File: src/rtl/disp_timing_gen.sv
// Display timing generator: derives HS/VS/DE from per-instance timings and issues pixel
// requests REQ_LAT+1 clocks ahead of DE, so the pixel source stays aligned with the panel.
module disp_timing_gen #(
   parameter int   H_SYNC  = 96,
   parameter int   H_BP    = 48,
   parameter int   H_ACT   = 640,
   parameter int   H_FP    = 16,
   parameter int   V_SYNC  = 2,
   parameter int   V_BP    = 33,
   parameter int   V_ACT   = 480,
   parameter int   V_FP    = 10,
   parameter logic HS_POL  = 1'b0,
   parameter logic VS_POL  = 1'b0,
   parameter int   R_W     = 5,
   parameter int   G_W     = 6,
   parameter int   B_W     = 5,
   parameter int   REQ_LAT = 1
) (
   input  logic                   ClkDisp,
   input  logic                   Rst_n,
   input  logic                   En,
   input  logic [R_W+G_W+B_W-1:0] Data,
   output logic                   DataReq,
   output logic [11:0]            H_Addr,
   output logic [11:0]            V_Addr,
   output logic                   Disp_HS,
   output logic                   Disp_VS,
   output logic                   Disp_DE,
   output logic [R_W-1:0]         Disp_Red,
   output logic [G_W-1:0]         Disp_Green,
   output logic [B_W-1:0]         Disp_Blue,
   output logic                   frame_begin,
   output logic                   Running,
   output logic                   Disp_PCLK
);

   localparam int PIX_W = R_W + G_W + B_W;
   localparam int HT    = H_SYNC + H_BP + H_ACT + H_FP;
   localparam int VT    = V_SYNC + V_BP + V_ACT + V_FP;
   localparam int DLY   = REQ_LAT + 2;

   localparam logic [11:0] HT_M1  = 12'(HT - 1);
   localparam logic [11:0] VT_M1  = 12'(VT - 1);
   localparam logic [11:0] H_SYNC_C = 12'(H_SYNC);
   localparam logic [11:0] V_SYNC_C = 12'(V_SYNC);
   localparam logic [11:0] H_AS   = 12'(H_SYNC + H_BP);
   localparam logic [11:0] H_AE   = 12'(H_SYNC + H_BP + H_ACT);
   localparam logic [11:0] V_AS   = 12'(V_SYNC + V_BP);
   localparam logic [11:0] V_AE   = 12'(V_SYNC + V_BP + V_ACT);

   generate
      if (REQ_LAT < 0 || REQ_LAT > 15) begin : g_bad_lat
         $error("disp_timing_gen: REQ_LAT must be within 0..15");
      end
      if (HT >= 4096 || VT >= 4096) begin : g_bad_sum
         $error("disp_timing_gen: horizontal/vertical totals must be below 4096");
      end
   endgenerate

   typedef enum logic [1:0] {ST_STOP, ST_RUN, ST_DRAIN} state_t;

   state_t           state_q, state_d;
   logic [11:0]      hcnt_q, hcnt_d;
   logic [11:0]      vcnt_q, vcnt_d;
   logic             last_pix;
   logic             active;
   logic             hs0, vs0, de0, fb0;
   logic             datareq_q;
   logic [11:0]      h_addr_q, v_addr_q;
   logic [DLY-1:0]   hs_sr_q, vs_sr_q, de_sr_q, fb_sr_q;
   logic [PIX_W-1:0] rgb_q;

   assign last_pix = (hcnt_q == HT_M1) && (vcnt_q == VT_M1);

   always_ff @(posedge ClkDisp or negedge Rst_n) begin
      if (!Rst_n) state_q <= ST_STOP;
      else        state_q <= state_d;
   end

   // Leaving RUN/DRAIN is only allowed at the last pixel, so a frame is never cut short.
   always_comb begin
      state_d = state_q;
      case (state_q)
         ST_STOP:  if (En) state_d = ST_RUN;
         ST_RUN:   if (!En) state_d = last_pix ? ST_STOP : ST_DRAIN;
         ST_DRAIN: begin
            if (En)            state_d = ST_RUN;
            else if (last_pix) state_d = ST_STOP;
         end
         default:  state_d = ST_STOP;
      endcase
   end

   always_comb begin
      active  = (state_q != ST_STOP);
      Running = active;
   end

   always_comb begin
      hcnt_d = hcnt_q + 12'd1;
      vcnt_d = vcnt_q;
      if (!active) begin
         hcnt_d = '0;
         vcnt_d = '0;
      end else if (hcnt_q == HT_M1) begin
         hcnt_d = '0;
         vcnt_d = (vcnt_q == VT_M1) ? 12'd0 : vcnt_q + 12'd1;
      end
   end

   always_ff @(posedge ClkDisp or negedge Rst_n) begin
      if (!Rst_n) begin
         hcnt_q <= '0;
         vcnt_q <= '0;
      end else begin
         hcnt_q <= hcnt_d;
         vcnt_q <= vcnt_d;
      end
   end

   always_comb begin
      hs0 = active && (hcnt_q < H_SYNC_C);
      vs0 = active && (vcnt_q < V_SYNC_C);
      de0 = active && (hcnt_q >= H_AS) && (hcnt_q < H_AE) && (vcnt_q >= V_AS) && (vcnt_q < V_AE);
      fb0 = active && (hcnt_q == 12'd0) && (vcnt_q == 12'd0);
   end

   // Sync/DE/frame_begin ride a DLY-deep delay line; RGB is captured on its last-but-one tap.
   always_ff @(posedge ClkDisp or negedge Rst_n) begin
      if (!Rst_n) begin
         datareq_q <= 1'b0;
         h_addr_q  <= '0;
         v_addr_q  <= '0;
         hs_sr_q   <= '0;
         vs_sr_q   <= '0;
         de_sr_q   <= '0;
         fb_sr_q   <= '0;
         rgb_q     <= '0;
      end else begin
         datareq_q <= de0;
         h_addr_q  <= de0 ? hcnt_q - H_AS : 12'd0;
         v_addr_q  <= de0 ? vcnt_q - V_AS : 12'd0;
         hs_sr_q   <= {hs_sr_q[DLY-2:0], hs0};
         vs_sr_q   <= {vs_sr_q[DLY-2:0], vs0};
         de_sr_q   <= {de_sr_q[DLY-2:0], de0};
         fb_sr_q   <= {fb_sr_q[DLY-2:0], fb0};
         rgb_q     <= de_sr_q[DLY-2] ? Data : '0;
      end
   end

   assign DataReq     = datareq_q;
   assign H_Addr      = h_addr_q;
   assign V_Addr      = v_addr_q;
   assign Disp_HS     = HS_POL ? hs_sr_q[DLY-1] : ~hs_sr_q[DLY-1];
   assign Disp_VS     = VS_POL ? vs_sr_q[DLY-1] : ~vs_sr_q[DLY-1];
   assign Disp_DE     = de_sr_q[DLY-1];
   assign frame_begin = fb_sr_q[DLY-1];
   assign Disp_Red    = rgb_q[PIX_W-1 -: R_W];
   assign Disp_Green  = rgb_q[B_W +: G_W];
   assign Disp_Blue   = rgb_q[B_W-1:0];
   assign Disp_PCLK   = ClkDisp;

endmodule
File: config.mk
export PLATFORM = sky130hd
export DESIGN_NAME = disp_timing_gen
export DESIGN_NICKNAME = d
export VERILOG_FILES = /design/src/rtl/disp_timing_gen.sv
export SDC_FILE = /design/constraint.sdc
export NUM_CORES = 1
export LEC_CHECK = 0
export BUFFER_PORTS_ARGS = -buffer_cell sky130_fd_sc_hd__buf_2
export CELL_PAD_IN_SITES_DETAIL_PLACEMENT = 2
export CELL_PAD_IN_SITES_GLOBAL_PLACEMENT = 2
export CORE_UTILIZATION = 32
export CTS_CLUSTER_SIZE = 10
export DETAILED_ROUTE_END_ITERATION = 10
export GPL_TIMING_DRIVEN = 0
export PLACE_DENSITY_LB_ADDON = 0.2
export SLEW_MARGIN = 15
export SYNTH_ARGS = -nofsm -noshare
export SYNTH_HDL_FRONTEND = slang
export SYNTH_SLANG_ARGS = --single-unit
File: constraint.sdc
create_clock -name ClkDisp -period 1.93 [get_ports ClkDisp]
set_input_delay 0.579 -clock ClkDisp [delete_from_list [all_inputs] [get_ports ClkDisp]]
set_output_delay 0.579 -clock ClkDisp [all_outputs]
set_load 0.005 [all_outputs]
* Yosys cells after proc, flatten, opt, wreduce, memory -nomap -nowiden *
Cells that the tools add are included.

storage, ports and cells
  register bits = 79
  input port bits = 19
  output and inout port bits = 47
  logic and storage cells = 59

operators by class
  add/subtract/negate cells = 4
  magnitude comparators = 6
  eq/ne operators = 8
  multiplexer cells = 14
  bitwise gates (word level) = 2
  reductions and logical operators = 14

operators by type and width
  operator                                                                        count
  12-bit two-way mux                                                              7
  12-bit by 1-bit adder with 12-bit output, second input constant                 2
  12-bit by 10-bit equality test with 1-bit output, second input constant         2
  12-bit logical NOT                                                              2
  12-bit by 10-bit less-than comparator with 1-bit output, second input constant  2
  16-bit two-way mux                                                              1
  12-bit by 6-bit >= comparator with 1-bit output, second input constant          1
  12-bit by 8-bit >= comparator with 1-bit output, second input constant          1
  12-bit by 2-bit less-than comparator with 1-bit output, second input constant   1
  12-bit by 7-bit less-than comparator with 1-bit output, second input constant   1
  12-bit by 6-bit subtractor with 12-bit output, second input constant            1
  12-bit by 8-bit subtractor with 12-bit output, second input constant            1
  2-bit two-way mux                                                               5
  1-bit logical AND                                                               9
  2-bit case mux with 3 select lines                                              1
  2-bit != test, second input constant                                            2
  3-bit != test, second input constant                                            1
  3-bit AND reduction                                                             1
  2-bit by 1-bit equality test with 1-bit output, second input constant           1
  2-bit equality test, second input constant                                      1
  2-bit logical NOT                                                               1
  2-bit by 1-bit != test with 1-bit output, second input constant                 1
  1-bit NOT                                                                       2
  2-bit nonzero test                                                              1

* Logic depth before layout (Yosys ltp) *
Gate-level depths: netlist of run 1.

  depth in word-level cells = 6
  gate-level depth with buffers = 8
  gate-level depth less buffers = 6

==> flow_summary.ini, run 1 <==
[synthesis]
syn_area_per_cell_um2 = 11.0
yosys-top-cells-area = dfrtp_1, xnor2_1, and2_1
syn_nets = 338
synth_edf_count = 0
synth_top_area_frac = 0.571
ys_async_sr_fraction = 1.00
ys_seq_area_frac = 0.571
synthesis.area_um2 = 3420
synth_ff_type = dfrtp_1
synthCells = 311
synth.largest_area_cell = dfrtp_1
ys_seq_elements = 78
synth.distinct_cells = 47
synth_warnings = 0

[floorplan]
pin_count = 66
dieArea_um2 = 11100
die_h_um = 105
start_util = 0.331
die_w_um = 105
rows = 37
core_area_um2 = 10300

[timing]
rsz0062_at_grt = yes
max_freq_mhz = 534
slew_headroom = 0.640
finalHoldViolations = 0
final_max_slew_viol_count = 0
setup_viol = 0
setup_ws_ns = 0.0541
final.min_clock_period_ns = 1.88
tightestPinTransition_ns = 0.539
tns_ns = 0
period_share = 0.972
fin_worst_skew_ns = 0.0111

[power]
power.density_nw_per_um2 = 900
p_switching_mw = 1.16
max-vdd-ir-drop_v = 0.000334
p_leak_nw = 2.14
swShare = 0.292
comb_power_share = 0.160
seq_power_share = 0.465
power_frac_clock = 0.375
p_int_mw = 2.81

[drt]
routedWlPerCell_um = 17.3
drtIter0Drc = 87
dr_total_vias = 2631
first_pass_iters = 4
wl_um = 9260
ant_nets = 0
route.detailed.drc = 0
drt-vias-per-instance = 4.92

[finish]
antenna_cells = 0
fin_nets = 421
final_common_cell = dfrtp_1
syn2layout_area_growth_pct = 29.3
drive_above_1_share = 0.343
layout_common_cells = dfrtp_1, buf_2, nor2_1, nor3_1, and2_1
fill_cells = 1095

[grt]
antenna_found_initial = 0
grt_pass1_wl_um = 15300
track_usage = 0.184
first_global_vias = 2932
grt_max_degree = 61
grt_overflow = 0

[worst_setup_path]
critPathMostFrequentCell = clkbuf_8
required_ns = 1.35
cp_slowest_cell = clkbuf_8
crit_arrival_ns = 1.30
path_max_fanout = 2
ff2ff_path_depth = 6
path_cells = clkbuf_8, clkbuf_8, buf_6
reg2reg_slack_ns = 0.06
crit_start = ClkDisp
r2r-start = vcnt_q[0]$_DFFE_PN0P_
critical_path_class = clock port to output pin
endpoint = Disp_PCLK
cp_top_family = buffers and inverters
slowest_delay_ns = 0.12
cp-start-kind = clock port
worst_setup_path_end_kind = output pin
path_depth = 3
r2r_end = V_Addr[11]$_DFF_PN0_
crit_buf_inv = 3

[clocking]
clock_latency_ns = 0.47
cts_tree = built
clk_pin_slew_ns = 0.08

[worst_hold_path]
hold_class = input port to flip-flop

[place]
dpl.hpwl_um = 6560
finalWeightedCongestion = 0.745
io_buffers = 65
detailedPlace.worstSlack_ns = -0.519

[flow_run]
drv_cap = 0

[outcome]
outcome = finished, final reports clean
## power by group through the flow
stage	logic (mW)	clock network (mW)	registers, mW
2_1_floorplan	0.374	0.0336	1.83
3_3_place_gp	0.550	0.0503	1.85
4_1_cts	0.611	1.55	1.84
5_1_grt	0.705	1.63	1.86
3_5_place_dp	0.577	0.0503	1.86
6_report	0.638	1.49	1.85
## worst min-delay path by stage
| stage | start | endpoint | slack, ns | depth (start not counted) |
|---|---|---|---|---|
| 3_3_place_gp | hs_sr_q[1]$_DFF_PN0_ | hs_sr_q[2]$_DFF_PN0_ | 0.33 | 0 |
| 6_report | En | state_q[1]$_DFFE_PN0P_ | 0.28 | 2 |
| 3_5_place_dp | vs_sr_q[0]$_DFF_PN0_ | vs_sr_q[1]$_DFF_PN0_ | 0.34 | 0 |
| 5_1_grt | En | state_q[1]$_DFFE_PN0P_ | 0.27 | 2 |
| 4_1_cts | En | state_q[1]$_DFFE_PN0P_ | 0.27 | 2 |
| 2_1_floorplan | Rst_n | H_Addr[0]$_DFF_PN0_ | 0.28 | 0 |
## logic make-up (layout without fill, tap and decap cells)
group / Yosys count / after routing / share of synthesized area
xor+xnor: 18 / 18 / 0.0462
flops: 78 / 78 / 0.571
mux: 1 / 1 / 0.00330
fa+ha+maj: 8 / 8 / 0.0293
simple gates: 127 / 127 / 0.204
other cells: 1 / 1 / 0.00110
compound gates: 43 / 43 / 0.100
buf+inv: 35 / 123 / 0.0447
## final cells by class
| cell class | instances | area (um2) | area share |
|---|---|---|---|
| tap | 136 | 170 | 0.0385 |
| timing repair buffer | 72 | 412 | 0.0932 |
| multi-input combinational | 198 | 1440 | 0.326 |
| buffer | 19 | 134 | 0.0303 |
| sequential | 78 | 1960 | 0.443 |
| clock inverter | 6 | 68.8 | 0.0156 |
| inverter | 12 | 45.0 | 0.0102 |
| clock buffer | 14 | 190 | 0.0431 |
## sequential cells by signal, indices dropped and copies added, names as in the netlist
register	count
rgb_q	16
H_Addr	12
V_Addr	12
hcnt_q	12
vcnt_q	12
de_sr_q	3
fb_sr_q	3
hs_sr_q	3
vs_sr_q	3
state_q	2
## through the flow
stage               hold slack, ns  power (mW)  std cells  area (um2)   util
detailed placement           0.339        2.49        513        3940  0.382
floorplan                    0.283        2.23        311        3420      -
finish                       0.280        3.97        535        4420  0.428
CTS                          0.267        4.00        532        4330  0.420
global route                 0.268        4.19        535        4420  0.428
global placement             0.333        2.45        512        3910  0.379
## synth_stat cells (all sizes together), types with 8 or more instances
master  instances
xnor2          14
clkbuf         12
nor3           24
nor2           26
a22o            9
buf            11
o21ai          11
ha              8
nand3           9
nor4           10
dfrtp          78
nand2          12
inv            12
and2           19
## what timing repair did
action | in CTS | in global routing
setup buffers | 2 | 3
pin swaps | 3 | 4
endpoints found under the hold margin | 18 | 0
endpoints found under the setup margin | 47 | 35
resized for setup | 31 | 25
hold buffers | 1 | 0
gates cloned | 1 | 0
## routing by layer
metal,vias up,part of all wire,global-route usage
li1,1242,-,-
met1,1312,0.44,0.228
met2,68,0.49,0.301
met3,9,0.054,0.0581
met4,0,0.010,0.0694
met5,-,0,0
No activity file was read; power rests on OpenSTA's default activity.
==> inputs of run 2 (changes only) <==
Settings changed: CTS_BUF_LIST set to sky130_fd_sc_hd__clkbuf_16.
==> run 2 against run 1 <==
Effect of this change: design area up 3.3%; flip-flop and latch count unchanged; hold slack worse by 0.27 ns; non-clock buffer count up 2; first-iteration DRC count up 21%; die area unchanged; global-route usage up 1.2 points; clock-buffer cell count down 1; critical endpoint unchanged; largest cell class unchanged; highest routed layer unchanged.
==> flow_summary.ini, run 2 (synthesized netlist as in run 1, its figures left out) <==
[drt]
route.detailed.drc = 0
drtIter0Drc = 105
ant_nets = 0
dr_total_vias = 2696
first_pass_iters = 4
drt-vias-per-instance = 5.02
wl_um = 9940
routedWlPerCell_um = 18.5

[floorplan]
die_w_um = 105
rows = 37
die_h_um = 105
core_area_um2 = 10300
start_util = 0.331
dieArea_um2 = 11100
pin_count = 66

[finish]
fin_area_um2 = 4560
regMostFlops = rgb_q
fill_cells = 1061
syn2layout_area_growth_pct = 33.6
fin_util = 0.442
layout_common_cells = dfrtp_1, buf_2, nor2_1, nor3_1, and2_1
largest_register_ffs = 16
antenna_cells = 0
fin_nets = 423
final_common_cell = dfrtp_1
drive_above_1_share = 0.342

[grt]
grt.met1_usage = 0.243
busiest_layer = met2
grt_max_degree = 61
use_met2 = 0.320
grt_overflow = 0
antenna_found_initial = 0
grt_pass1_wl_um = 16300
grtUsageMet3 = 0.0501
first_global_vias = 3021
track_usage = 0.196

[worst_setup_path]
r2r_end = H_Addr[7]$_DFF_PN0_
path_cells = clkbuf_16, clkbuf_16, buf_6
cp_slowest_cell = clkbuf_16
cp-start-kind = clock port
ff2ff_path_depth = 7
reg2reg_slack_ns = 0.05
worst_setup_path_end_kind = output pin
path_max_fanout = 2
required_ns = 1.35
crit_arrival_ns = 1.32
critPathMostFrequentCell = clkbuf_16
critical_path_class = clock port to output pin
r2r-start = hcnt_q[5]$_DFF_PN0_
slowest_delay_ns = 0.13

[outcome]
outcome = finished, final reports clean

[power]
seq_power_share = 0.405
swShare = 0.275
p_leak_nw = 2.21
max-vdd-ir-drop_v = 0.000342
p_switching_mw = 1.26
comb_power_share = 0.144
power.density_nw_per_um2 = 1000
p_int_mw = 3.32
power_frac_clock = 0.452

[clocking]
holdBufCountCts = 0
clk_pin_slew_ns = 0.06
cts_tree = built
clock_latency_ns = 0.45

[timing]
final.min_clock_period_ns = 1.90
max_freq_mhz = 533
final_max_slew_viol_count = 0
tns_ns = 0
tightestPinTransition_ns = 0.527
hold_ws_ns = 0.00932
fin_worst_skew_ns = 0.00821
finalHoldViolations = 0
setup_ws_ns = 0.0345
period_share = 0.982
setup_viol = 0
slew_headroom = 0.646

[worst_hold_path]
hold_class = input port to async pin

[place]
placed_area_um2 = 3940
detailedPlace.worstSlack_ns = -0.519
finalWeightedCongestion = 0.745
io_buffers = 65
dpl.hpwl_um = 6560

[flow_run]
drv_cap = 0
-- run 2: power by group through the flow --
stage / Combinational [mW] / Clock, mW / Sequential, mW
2_1_floorplan: 0.374 / 0.0336 / 1.83
3_3_place_gp: 0.550 / 0.0503 / 1.85
3_5_place_dp: 0.577 / 0.0503 / 1.86
4_1_cts: 0.623 / 2.12 / 1.85
5_1_grt: 0.726 / 2.21 / 1.87
6_report: 0.658 / 2.07 / 1.85
-- run 2: how the worst max path moves through the flow --
stage	from	endpoint	slack, ns	depth (start not counted)
final	ClkDisp	Disp_PCLK	0.03	3
after global routing	hcnt_q[5]$_DFF_PN0_	V_Addr[2]$_DFF_PN0_	-0.06	7
after CTS	hcnt_q[0]$_DFF_PN0_	state_q[1]$_DFFE_PN0P_	-0.004	5
after detailed placement	vcnt_q[0]$_DFFE_PN0P_	V_Addr[6]$_DFF_PN0_	-0.52	6
after global placement	vcnt_q[0]$_DFFE_PN0P_	H_Addr[4]$_DFF_PN0_	-0.47	6
after floorplan	vcnt_q[0]$_DFFE_PN0P_	H_Addr[4]$_DFF_PN0_	0.005	6
-- run 2: layout make-up --
| class | instances | area (um2) | area share |
|---|---|---|---|
| inverter | 12 | 45.0 | 0.00987 |
| buffer | 19 | 143 | 0.0313 |
| timing repair buffer | 74 | 422 | 0.0924 |
| tap | 136 | 170 | 0.0373 |
| multi-input combinational | 198 | 1440 | 0.317 |
| clock inverter | 7 | 72.6 | 0.0159 |
| clock buffer | 13 | 312 | 0.0683 |
| sequential | 78 | 1950 | 0.428 |
-- run 2: per-layer routing --
metal,share of wire,routed length (um),vias up
met5,0,0,-
met4,0.020,198,0
met3,0.047,464,15
met2,0.49,4860,78
met1,0.44,4420,1352
li1,-,-,1251
-- run 2: repair_timing --
item                                    in CTS  in global routing
resized for setup                           32                 27
endpoints found under the hold margin        0                  0
endpoints found under the setup margin      47                 36
pin swaps                                    3                  2
gates cloned                                 0                  1
setup buffers                                3                  5
-- run 2: through the flow --
stage	power, mW	instances
6_report	4.58	537
5_1_grt	4.80	537
3_3_place_gp	2.45	512
3_5_place_dp	2.49	513
4_1_cts	4.60	532
2_1_floorplan	2.23	311
-- run 2: critical path, delay by kind of cell --
kind | cells | cell delay, ns
buffers and inverters | 3 | 0.35
==> inputs of run 3 (changes only) <==
--- a/constraint.sdc
+++ b/constraint.sdc
@@ -3,2 +3,2 @@
 set_output_delay 0.579 -clock ClkDisp [all_outputs]
-set_load 0.005 [all_outputs]
+set_load 0.02 [all_outputs]
==> run 3 against run 2 <==
Effect of this change: register-to-register slack better by 0.03 ns; non-clock buffer count is 2 lower; highest routed layer unchanged; combinational power is 5.6% higher; hold slack worse by 0.0046 ns.
==> flow_summary.ini, run 3 (synthesized netlist as in run 1, its figures left out) <==
[timing]
setup_viol = 0
slew_headroom = 0.644
rsz0062_at_grt = no
finalHoldViolations = 0
hold_ws_ns = 0.00467
setup_ws_ns = 0.0181
tns_ns = 0
fin_worst_skew_ns = 0.00893
final_max_slew_viol_count = 0
tightestPinTransition_ns = 0.529

[drt]
drt-vias-per-instance = 5.11
dr_total_vias = 2736
drtIter0Drc = 73
route.detailed.drc = 0
ant_nets = 0
first_pass_iters = 4
routedWlPerCell_um = 18.8
wl_um = 10100

[worst_hold_path]
hold_class = input port to async pin

[grt]
first_global_vias = 3023
grt_overflow = 0
grt_pass1_wl_um = 16300
grt_max_degree = 61
track_usage = 0.197
antenna_found_initial = 0

[power]
p_leak_nw = 2.21
max-vdd-ir-drop_v = 0.000374
swShare = 0.286
seq_power_share = 0.400
p_int_mw = 3.32
comb_power_share = 0.149
power_frac_clock = 0.450
p_switching_mw = 1.33
power.density_nw_per_um2 = 1020

[worst_setup_path]
path_cells = clkbuf_16, clkbuf_16, buf_6
critical_path_class = clock port to output pin
worst_setup_path_end_kind = output pin
path_max_fanout = 2
required_ns = 1.35
cp_slowest_cell = clkbuf_16
cp_top_family = buffers and inverters
slowest_delay_ns = 0.13
cp-start-kind = clock port
critPathMostFrequentCell = clkbuf_16
crit_arrival_ns = 1.33
crit_buf_inv = 3

[clocking]
cts_tree = built
clk_pin_slew_ns = 0.06
clock_latency_ns = 0.45

[floorplan]
die_h_um = 105
die_w_um = 105
dieArea_um2 = 11100
core_area_um2 = 10300
start_util = 0.331
pin_count = 66
rows = 37

[flow_run]
drv_cap = 0

[finish]
layout_common_cells = dfrtp_1, buf_2, nor2_1, nor3_1, and2_1
fill_cells = 1069
regMostFlops = rgb_q
fin_nets = 421
antenna_cells = 0
fin_area_um2 = 4560
drive_above_1_share = 0.338
final_common_cell = dfrtp_1
multi_input_area_um2 = 1450
syn2layout_area_growth_pct = 33.4
seq_area_um2 = 1950
largest_register_ffs = 16

[place]
placed_area_um2 = 3940
detailedPlace.worstSlack_ns = -0.519
dpl.hpwl_um = 6560
io_buffers = 65
finalWeightedCongestion = 0.745

[outcome]
outcome = finished, final reports clean
run 3: worst paths after layout:
check	from	cells after the start	slack, ns	to
min	Rst_n	1	0.005	V_Addr[10]$_DFF_PN0_
max	ClkDisp	3	0.02	Disp_PCLK
max reg2reg	vcnt_q[2]$_DFFE_PN0P_	5	0.08	V_Addr[9]$_DFF_PN0_
max in group asynchronous	Rst_n	2	1.33	vcnt_q[8]$_DFFE_PN0P_
min in group ClkDisp	En	2	0.30	state_q[1]$_DFFE_PN0P_
min reg2reg	vs_sr_q[1]$_DFF_PN0_	0	0.35	vs_sr_q[2]$_DFF_PN0_
run 3: power by group through the flow:
| stage | Combinational [mW] | Clock (mW) | Sequential (mW) |
|---|---|---|---|
| after CTS | 0.649 | 2.15 | 1.85 |
| final | 0.695 | 2.10 | 1.86 |
| after global placement | 0.570 | 0.0762 | 1.85 |
| after floorplan | 0.389 | 0.0605 | 1.83 |
| after detailed placement | 0.597 | 0.0762 | 1.86 |
| after global routing | 0.751 | 2.24 | 1.87 |
run 3: layout make-up:
type / count / share of cell area
timing repair buffer: 72 / 0.0892
clock inverter: 7 / 0.0159
sequential: 78 / 0.429
inverter: 12 / 0.00988
clock buffer: 13 / 0.0684
tap: 136 / 0.0373
buffer: 19 / 0.0313
multi-input combinational: 198 / 0.319
run 3: stage by stage:
stage | power, mW | utilization | std cells
floorplan | 2.28 | - | 311
global placement | 2.50 | 0.379 | 512
detailed placement | 2.54 | 0.382 | 513
CTS | 4.65 | 0.433 | 533
global route | 4.86 | 0.441 | 535
finish | 4.65 | 0.441 | 535
run 3: per-layer routing:
metal | GRT usage | wire [um] | share of wire
met3 | 0.0501 | 467 | 0.046
met1 | 0.245 | 4440 | 0.44
met2 | 0.322 | 4940 | 0.49
met5 | 0 | 0 | 0
met4 | 0.0895 | 214 | 0.021
run 3: timing repair:
action,CTS,global route
setup endpoints to repair,47,36
pin swaps,3,1
setup buffers,4,2
resized for setup,35,27
hold buffers,0,0
cloned,0,1
